`src/rtl/mem_wb_stage.sv`:
```
// Memory/writeback stage: req/ack data-memory access, then one-cycle register-file write pulse.
// Optional memory-ack watchdog enabled by defining MEM_TIMEOUT_EN.
module mem_wb_stage #(
    parameter int unsigned DATA_W = 32,
    parameter int unsigned RA_W   = 5
`ifdef MEM_TIMEOUT_EN
    , parameter int unsigned TIMEOUT_CYC = 16
`endif
) (
    input  logic              CLK,
    input  logic              RST,
    input  logic              i_valid,
    output logic              o_ready,
    input  logic              i_R,
    input  logic              i_W,
    input  logic              i_demux,
    input  logic              i_WE,
    input  logic [RA_W-1:0]   i_WA,
    input  logic [DATA_W-1:0] i_res,
    input  logic [DATA_W-1:0] i_DR2,
    output logic              o_mem_req,
    output logic              o_mem_we,
    output logic [DATA_W-1:0] o_mem_addr,
    output logic [DATA_W-1:0] o_mem_wdata,
    input  logic              i_mem_ack,
    input  logic [DATA_W-1:0] i_mem_rdata,
    output logic              o_rf_WE,
    output logic [RA_W-1:0]   o_rf_WA,
    output logic [DATA_W-1:0] o_rf_WD,
    output logic              o_err
);

    typedef enum logic [1:0] {IDLE = 2'd0, MEM = 2'd1, WB = 2'd2} state_t;

    state_t              state, state_d;
    logic                ready_d;
    logic                mem_req_d, mem_we_d;
    logic [DATA_W-1:0]   mem_addr_d, mem_wdata_d;
    logic                rf_we_d;
    logic [RA_W-1:0]     rf_wa_d;
    logic [DATA_W-1:0]   rf_wd_d;
    logic                demux_q, demux_d, we_q, we_d;
    logic [RA_W-1:0]     wa_q, wa_d;
    logic                accept;

`ifdef MEM_TIMEOUT_EN
    localparam int unsigned CNT_W = $clog2(TIMEOUT_CYC + 1);
    logic [CNT_W-1:0]    cnt_q, cnt_d;
    logic                err_q, err_d;
    assign o_err = err_q;
`else
    assign o_err = 1'b0;
`endif

    assign accept = i_valid & o_ready;

    // Next-state and next-output logic; memory address doubles as the saved ALU result.
    always_comb begin
        state_d     = state;
        mem_req_d   = o_mem_req;
        mem_we_d    = o_mem_we;
        mem_addr_d  = o_mem_addr;
        mem_wdata_d = o_mem_wdata;
        rf_we_d     = 1'b0;
        rf_wa_d     = o_rf_WA;
        rf_wd_d     = o_rf_WD;
        demux_d     = demux_q;
        we_d        = we_q;
        wa_d        = wa_q;
`ifdef MEM_TIMEOUT_EN
        cnt_d       = cnt_q;
        err_d       = 1'b0;
`endif
        case (state)
            IDLE, WB: begin
                state_d = IDLE;
                if (accept) begin
                    if (i_R | i_W) begin
                        state_d     = MEM;
                        mem_req_d   = 1'b1;
                        mem_we_d    = i_W;
                        mem_addr_d  = i_res;
                        mem_wdata_d = i_DR2;
                        demux_d     = i_demux;
                        we_d        = i_WE;
                        wa_d        = i_WA;
`ifdef MEM_TIMEOUT_EN
                        cnt_d       = '0;
`endif
                    end else begin
                        state_d = WB;
                        rf_we_d = i_WE & (i_WA != '0);
                        rf_wa_d = i_WA;
                        rf_wd_d = i_res;
                    end
                end
            end
            MEM: begin
                if (i_mem_ack) begin
                    state_d   = WB;
                    mem_req_d = 1'b0;
                    rf_we_d   = we_q & (wa_q != '0);
                    rf_wa_d   = wa_q;
                    rf_wd_d   = (demux_q & ~o_mem_we) ? i_mem_rdata : o_mem_addr;
                end
`ifdef MEM_TIMEOUT_EN
                else if (cnt_q == CNT_W'(TIMEOUT_CYC - 1)) begin
                    state_d   = IDLE;
                    mem_req_d = 1'b0;
                    err_d     = 1'b1;
                end else begin
                    cnt_d = cnt_q + CNT_W'(1);
                end
`endif
            end
            default: state_d = IDLE;
        endcase
        ready_d = (state_d != MEM);
    end

    always_ff @(posedge CLK) begin
        if (RST) begin
            state       <= IDLE;
            o_ready     <= 1'b1;
            o_mem_req   <= 1'b0;
            o_mem_we    <= 1'b0;
            o_mem_addr  <= '0;
            o_mem_wdata <= '0;
            o_rf_WE     <= 1'b0;
            o_rf_WA     <= '0;
            o_rf_WD     <= '0;
            demux_q     <= 1'b0;
            we_q        <= 1'b0;
            wa_q        <= '0;
`ifdef MEM_TIMEOUT_EN
            cnt_q       <= '0;
            err_q       <= 1'b0;
`endif
        end else begin
            state       <= state_d;
            o_ready     <= ready_d;
            o_mem_req   <= mem_req_d;
            o_mem_we    <= mem_we_d;
            o_mem_addr  <= mem_addr_d;
            o_mem_wdata <= mem_wdata_d;
            o_rf_WE     <= rf_we_d;
            o_rf_WA     <= rf_wa_d;
            o_rf_WD     <= rf_wd_d;
            demux_q     <= demux_d;
            we_q        <= we_d;
            wa_q        <= wa_d;
`ifdef MEM_TIMEOUT_EN
            cnt_q       <= cnt_d;
            err_q       <= err_d;
`endif
        end
    end

endmodule

```
`config.mk`:
```
export PLATFORM = sky130hd
export DESIGN_NAME = mem_wb_stage
export DESIGN_NICKNAME = d
export VERILOG_FILES = /design/src/rtl/mem_wb_stage.sv
export SDC_FILE = /design/constraint.sdc
export NUM_CORES = 1
export LEC_CHECK = 0
export ABC_AREA = 1
export CORE_ASPECT_RATIO = 0.6
export CORE_MARGIN = 2
export CORE_UTILIZATION = 47
export DETAILED_ROUTE_END_ITERATION = 12
export MAX_ROUTING_LAYER = met4
export PLACE_DENSITY = 0.95
export SETUP_SLACK_MARGIN = 0.4
export SLEW_MARGIN = 20
export SYNTH_ARGS = -nofsm -noshare
export SYNTH_HDL_FRONTEND = slang
export SYNTH_SLANG_ARGS = --single-unit
export TNS_END_PERCENT = 20
```
`constraint.sdc`:
```
create_clock -name CLK -period 3.4 [get_ports CLK]
set_input_delay 0.51 -clock CLK [delete_from_list [all_inputs] [get_ports CLK]]
set_output_delay 0.51 -clock CLK [all_outputs]
set_load 0.02 [all_outputs]
```
After elaboration in Yosys (flattened, before gate mapping)
Cells that the tools add are included.

Flip-flop bits (word level): 114. Input port bits: 109. Output and inout bits: 106. Word-level logic and storage cells: 54.

Equality and inequality tests: 7. Multiplexer cells: 21. Bitwise operators: 6. Reduce and logical (&&, ||, !) cells: 8.

Operators with widths (number): $mux 32 (4); $pmux 32 s2 (1); $mux 5 (3); $pmux 5 s2 (1); $reduce_bool 5->1 (2); $ne 2x2->1 const B (4); $reduce_and 4->1 (2); $mux 1 (6); $mux 2 (3); $and 1x1->1 (4); $pmux 1 s2 (2); $pmux 2 s2 (1); $reduce_and 3->1 (1); $eq 2x1->1 const B (1); $eq 2x2->1 const B (1); $logic_not 2->1 (1); $ne 2x1->1 const B (1); $reduce_bool 2->1 (1); $reduce_or 2->1 (1); $not 1->1 (1); $or 1x1->1 (1).

Longest topological paths before layout
Gate-level depths: netlist of run 1.

Depth after elaboration: 5. Mapped depth: 9. Gate-level depth less buffers: 7.

Worst setup path after synthesis of run 1
OpenSTA, ideal clock, no wires.

Path type: input to register. Start: input i_W. End: register o_rf_WD[17]. Library setup time: 0.111 ns. Arrival time: 1.331 ns. Required time: 3.289 ns. Setup slack: 1.957 ns. Stages: 8. Buffers on the path: 2. Cells stage by stage: nor2_2 -> inv_1 -> nor2_1 -> nor2_1 -> buf_4 -> buf_6 -> nor2_1 -> nor2_1.

Longest elaborated chain between the ends: 3.

RTL lines: start, declared (RTL line 15) `input logic i_W,`; $or 1x1->1 (RTL line 78) `if (i_R | i_W) begin`; $ne 2x2->1 (no line); $reduce_and 4->1 (no line); end signal, assigned (RTL line 148) `o_rf_WD <= rf_wd_d;`; end, declared (RTL line 29) `output logic [DATA_W-1:0] o_rf_WD,`.

No other way between the ends. A chain may end at the register's enable or synchronous reset.

Worst setup path after layout of run 1
Start: input i_valid. End: register o_mem_addr[22].

Longest elaborated chain between the ends: 2.

RTL lines: start, declared (RTL line 12) `input logic i_valid,`; $and 1x1->1 (RTL line 55) `assign accept = i_valid & o_ready;`; $reduce_and 3->1 (no line); end signal, assigned (RTL line 144) `o_mem_addr <= mem_addr_d;`; end, declared (RTL line 23) `output logic [DATA_W-1:0] o_mem_addr,`.

No other way between the ends.

==> results of run 1 <==
-- logic make-up after synthesis --
logic type / after synthesis
AND/OR/NAND/NOR: 413
other: 1
AO/OA/AOI/OAI: 114
flip-flops: 114
buffers and inverters: 129
-- flip-flops by register name, summed over array words and instances (netlist names) --
register     flops
o_mem_we         1
o_rf_WA          5
state            2
o_mem_addr      32
o_ready          1
we_q             1
o_mem_req        1
wa_q             5
o_mem_wdata     32
o_rf_WD         32
o_rf_WE          1
demux_q          1
-- power breakdown --
part           internal (W)  switching [W]  total, W  leakage [nW]
registers           0.00146      0.0000705   0.00153         0.939
logic              0.000454       0.000544  0.000998          2.31
clock network       0.00127       0.000638   0.00191         0.303
total               0.00318        0.00125   0.00444          3.55
-- tightest hold or removal path, stage by stage (launching register included) --
cell,delay [ps]
dfxtp_1,310
inv_1,60
a21oi_1,50
-- metal layers --
| metal | track usage | share of wire |
|---|---|---|
| met3 | 0.0751 | 0.10 |
| met2 | 0.478 | 0.46 |
| met5 | - | 0 |
| met4 | 0.115 | 0.016 |
| met1 | 0.378 | 0.42 |
-- final cells by class --
| class | instances | area [sq um] |
|---|---|---|
| clock buffer | 20 | 457 |
| clock inverter | 12 | 179 |
| fill | 801 | 2680 |
| inverter | 75 | 282 |
| multi-input combinational | 528 | 2380 |
| sequential | 114 | 2280 |
| tap | 139 | 174 |
| timing repair buffer | 224 | 2230 |
-- through the flow --
stage               instance area, sq um  hold slack, ps  utilization  setup slack (ps)  total power, W
finish                              7990             470        0.749              1180         0.00444
global placement                    7350             441        0.689               950         0.00251
global route                        7990             486        0.749              1010         0.00462
floorplan                           5200             430            -              1960         0.00208
detailed placement                  7350             449        0.689               867         0.00254
CTS                                 7990             471        0.749              1230         0.00445
-- path summary, 6_finish.rpt --
| check | end | slack, ps |
|---|---|---|
| setup / recovery | o_mem_addr[22] | 1180 |
| setup reg to reg | o_mem_addr[22] | 1370 |
| hold / removal | o_mem_addr[1] | 470 |
| hold reg to reg | o_mem_addr[1] | 470 |
-- layout by cell type, fill, tap and decap left out --
cell and n:
nand3b_1 38, o21ai_0 75, buf_12 1, nor2_1 152, bufinv_16 4, inv_1 73, nor2_2 2, nand2_4 1
a21oi_1 39, clkinv_2 2, conb_1 1, nand4_1 1, nand2_2 2, nand2_1 149, dfxtp_1 114, clkbuf_16 17
clkdlybuf4s50_1 213, clkinvlp_4 3, nor2_4 2, clkinv_4 1, clkbuf_1 1, nand3_1 66, buf_4 10, clkbuf_8 2
inv_6 2, inv_2 2
==> results.tsv, run 1 <==
stage	metric	value	unit
die	ioPinCount	215	
placed_design	hpwl	11400	um
clocking	htreeDepth	4	
sta	slew_headroom	0.346	
synth	synth-compound-area-share	0.110	
synth	synth_seq_cells	114	
cells_and_area	nNetsFinal	1069	
synth	muxShareOfSynthArea	0	
sta	finClkSkew	12.8	ps
critical_path	cp-end-kind	register	
synth	synthSimpleGateAreaFrac	0.346	
clocking	ctsHoldBuffers	0	
routing	wl_per_cell	15.8	um
power	power.leakage	3.55	nW
critical_path	critPathLaunchType	primary input	
clocking	clkTransAtPathRegs	50	ps
sta	post-route-period-util	0.654	
die	die_h	85.5	um
critical_path	worst-path-buf-inv	1	
global_route	grtUsageTotal	0.303	
die	initial_core_util	0.487	
critical_path	cp_slowest_cell	nand2_4	
sta	finalSetupTns	0	ps
power	powerDensity	556	nW/um^2
flow_run	maxCapViolCount	0	
sta	maxSlewViolCount	0	
synth	synth-main-ff-cell	dfxtp_1	
global_route	first_global_vias	5584	
routing	ant_nets	0	
critical_path	cp_max_fo	109	
synth	synth_xor_area_frac	0	
die	die-width	140	um
sta	finalHoldViolations	0	
min_path	min_path_cells	2	
min_path	holdCritPathClass	register to register	
synth	syn_area_per_cell	6.74	sq um
critical_path	critPathArrivalTime	2470	ps
synth	synth_edf_count	0	
placed_design	dp_cells	1080	
critical_path	critical_path.max_stage_delay	590	ps
synth	yosysWarnings	0	
critical_path	worstPathRequired	3650	ps
synth	synthTopCellsByArea	dfxtp_1 (44%), nor2_1 (11%), nand2_1 (11%)	
cells_and_area	layout-drive-gt1-share	0.0524	
min_path	worstHoldStart	o_mem_addr[1]	
critical_path	reg2reg_from	o_ready	
clocking	cts_tree	yes	
placed_design	place.gp.congestion	0.834	
routing	drtIter0Drc	474	
synth	ys_seq_area_frac	0.439	
clocking	post_cts_resized	0	
synth	syn_inst	771	
clocking	cts-root-buf	clkbuf_16	
routing	drt_pass1_iterations	8	
routing	vias	5831	
clocking	clk_latency	410	ps
cells_and_area	fin_cells	1112	
sta	setup_viol	0	
die	die_area	11900	sq um
placed_design	place.port_buffers	213	
cells_and_area	syn_to_final_growth	53.6	%
global_route	antenna_found_initial	0	
synth	synthTopCellsByCount	nor2_1 (153), nand2_1 (149), dfxtp_1 (114)	
synth	async_flop_share	0	
clocking	cts_made_buffers	17	
critical_path	cpLargestDelayFamily	simple AND/OR/NAND/NOR gates	
synth	syn_area	5200	sq um
critical_path	crit_cells	6	
die	core	10700	sq um
synth	yosysMostFrequentCell	nor2_1	
global_route	grt_max_degree	110	
routing	vias_per_cell	5.24	
routing	totalWireLength	17500	um
global_route	grt_pass1_wl	27800	um
synth	post-synth-top-area-cell	dfxtp_1	
die	rows	29	
clocking	cts_sinks	114	
critical_path	worstRegToRegCells	5	
clocking	clockBufferDepth	2	
routing	route.detailed.drc	0	
synth	synth_cell_type_count	19	
sta	worstMarginPinSlew	979	ps
sta	min_period	2220	ps
global_route	grt.overflow.total	0	
synth	synth_top_family_by_area	simple AND/OR/NAND/NOR gates	
cells_and_area	num_antenna_cells	0	
power	ir_worst_vdd	0.000372	V
synth	netlist.area_leader.share	0.439	
critical_path	worstPathCellList	clkdlybuf4s50_1 > nand2_1 > nor2_1 > nand2_4 > o21ai_0 > a21oi_1	
sta	rsz0062_at_grt	false	
synth	synthesis.nets	880	
status	status	finished, final reports clean	
sta	timing.fmax	450	MHz
critical_path	cp-startpoint	i_valid	
synth	synth_fa_ha_area_frac	0	
critical_path	critPathKind	primary input to register	
clocking	cts_setup_buffers	0	
(Power assumes the default switching activity.)
==> inputs of run 2 (changes only) <==
CORE_UTILIZATION = 43   (was 47)
PLACE_DENSITY = 0.88   (was 0.95)
clock period = 2.2 ns   (was 3.4 ns; I/O delays follow)
==> results.tsv, run 2 (synthesis gave the netlist of run 1 again) <==
stage	metric	value	unit	change
power	power.leakage	3.61	nW	+1.5%
clocking	htreeDepth	4		unchanged
cells_and_area	layout_common_cells	clkdlybuf4s50_1 (213), nor2_1 (152), nand2_1 (149)		
status	status	finished, final reports clean		
critical_path	cp-end-kind	output port		
global_route	grt.overflow.total	0		unchanged
routing	wl_per_cell	14.6	um	-7.3%
critical_path	worst-path-buf-inv	1		unchanged
clocking	cts_made_buffers	17		unchanged
critical_path	critPathArrivalTime	1410	ps	-1060 ps
critical_path	cp_slowest_cell	clkdlybuf4s50_1		
clocking	post_cts_resized	0		unchanged
global_route	antenna_found_initial	0		unchanged
cells_and_area	nNetsFinal	1076		+0.65%
cells_and_area	final_util	0.682		-0.0668
clocking	cts_tree	yes		
sta	maxSlewViolCount	0		unchanged
critical_path	reg2reg_from	state[0]		
critical_path	worstPathRequired	1870	ps	-1780 ps
global_route	grtUsageTotal	0.263		-0.0398
critical_path	cp-startpoint	o_rf_WD[31]		
sta	hold_slack	451	ps	-19.0 ps
clocking	ctsHoldBuffers	0		unchanged
placed_design	hpwl	11400	um	about the same
critical_path	rr_endpoint	o_rf_WD[19]		
flow_run	maxCapViolCount	0		unchanged
sta	finalSetupTns	0	ps	unchanged
sta	finalHoldViolations	0		unchanged
clocking	cts_setup_buffers	0		unchanged
cells_and_area	finalInstanceArea	8120	sq um	+1.7%
placed_design	place.gp.congestion	0.805		-3.5%
clocking	clk_latency	400	ps	about the same
routing	drt_pass1_iterations	5		-3
cells_and_area	num_antenna_cells	0		unchanged
cells_and_area	final_common_cell	clkdlybuf4s50_1		
clocking	clockBufferDepth	2		unchanged
sta	setup_viol	0		unchanged
min_path	whs_endpoint	we_q		
sta	finClkSkew	12.8	ps	+0.0409 ps
power	ir_worst_vdd	0.000496	V	+33%
clocking	cts-root-buf	clkbuf_16		
clocking	cts_sinks	114		unchanged
critical_path	critPathKind	register to output port		
die	die_h	89.2	um	+4.3%
clocking	clkTransAtPathRegs	60	ps	about the same
critical_path	critical_path.max_stage_delay	690	ps	+100 ps
sta	min_period	1740	ps	
critical_path	worstRegToRegCells	7		+2
routing	dr_wl_met2	7390	um	-8.9%
cells_and_area	nFillCells	982		+23%
routing	vias	5670		-2.8%
routing	vias_per_cell	4.95		-5.6%
routing	ant_nets	0		unchanged
routing	route.detailed.drc	0		unchanged
sta	post-route-period-util	0.790		
power	powerDensity	850	nW/um^2	+53%
routing	m1WireLength	7480	um	+1.5%
die	core	11900	sq um	+12%
die	die-width	146	um	+4.4%
power	power	0.00690	W	+55%
placed_design	place.port_buffers	213		unchanged
cells_and_area	top_regs	o_mem_addr x32, o_mem_wdata x32, o_rf_WD x32		
cells_and_area	layout-drive-gt1-share	0.0602		+0.00779
min_path	worstHoldStart	we_q		
routing	totalWireLength	16700	um	-4.5%
placed_design	place_area	7470	sq um	+1.7%
min_path	min_path_cells	2		unchanged
routing	drtIter0Drc	321		-32%
min_path	holdCritPathClass	register to register		
die	rows	31		+6.9%
global_route	grt_pass1_wl	26300	um	-5.6%
sta	timing.fmax	576	MHz	
critical_path	reg2reg_slack	730	ps	-640 ps
critical_path	critPathLaunchType	register		
routing	top_layer	met4		
critical_path	cpLargestDelayFamily	buffers and inverters		
critical_path	cp_max_fo	2		-98%
die	ioPinCount	215		unchanged
die	die_area	13000	sq um	+8.9%
global_route	first_global_vias	5227		-6.4%
critical_path	worstPathCellList	clkdlybuf4s50_1		
sta	rsz0062_at_grt	false		
global_route	grt_max_degree	85		-23%
die	initial_core_util	0.437		-0.0507
routing	wl_met3	1770	um	-0.11%
cells_and_area	syn_to_final_growth	56.1	%	
## run 2: layer usage
metal | global-route usage | vias up
met5 | - | -
met4 | 0.0633 | 0
met3 | 0.0842 | 9
met2 | 0.404 | 254
met1 | 0.340 | 2576
li1 | - | 2831
## run 2: how the worst max path moves through the flow
stage                  endpoint  slack (ps)  depth (start not counted)
global route           o_mem_we         410                          1
floorplan           o_rf_WD[11]         830                          8
CTS                    o_mem_we         440                          1
finish              o_rf_WD[31]         460                          1
detailed placement  o_rf_WD[21]         230                          8
global placement    o_rf_WD[21]         250                          8
## run 2: cell type report
class                           instances  area [sq um]  share of cell area
Inverter                               75           282              0.0347
Sequential cell                       114          2280               0.281
Clock inverter                         12           179              0.0220
Timing Repair Buffer                  231          2320               0.285
Multi-Input combinational cell        528          2380               0.294
Clock buffer                           20           467              0.0575
Tap cell                              165           206              0.0254
## run 2: power breakdown
| group | total [W] | switching (W) | internal (W) |
|---|---|---|---|
| Sequential | 0.00235 | 0.0000930 | 0.00226 |
| Combinational | 0.00156 | 0.000838 | 0.000724 |
| Clock | 0.00298 | 0.000994 | 0.00199 |
| Total | 0.00690 | 0.00193 | 0.00497 |
## run 2: through the flow
stage / worst slack [ps] / std cells
after CTS: 444 / 1145
after floorplan: 835 / 771
after global routing: 407 / 1145
final: 463 / 1145
after detailed placement: 234 / 1113
after global placement: 248 / 1113
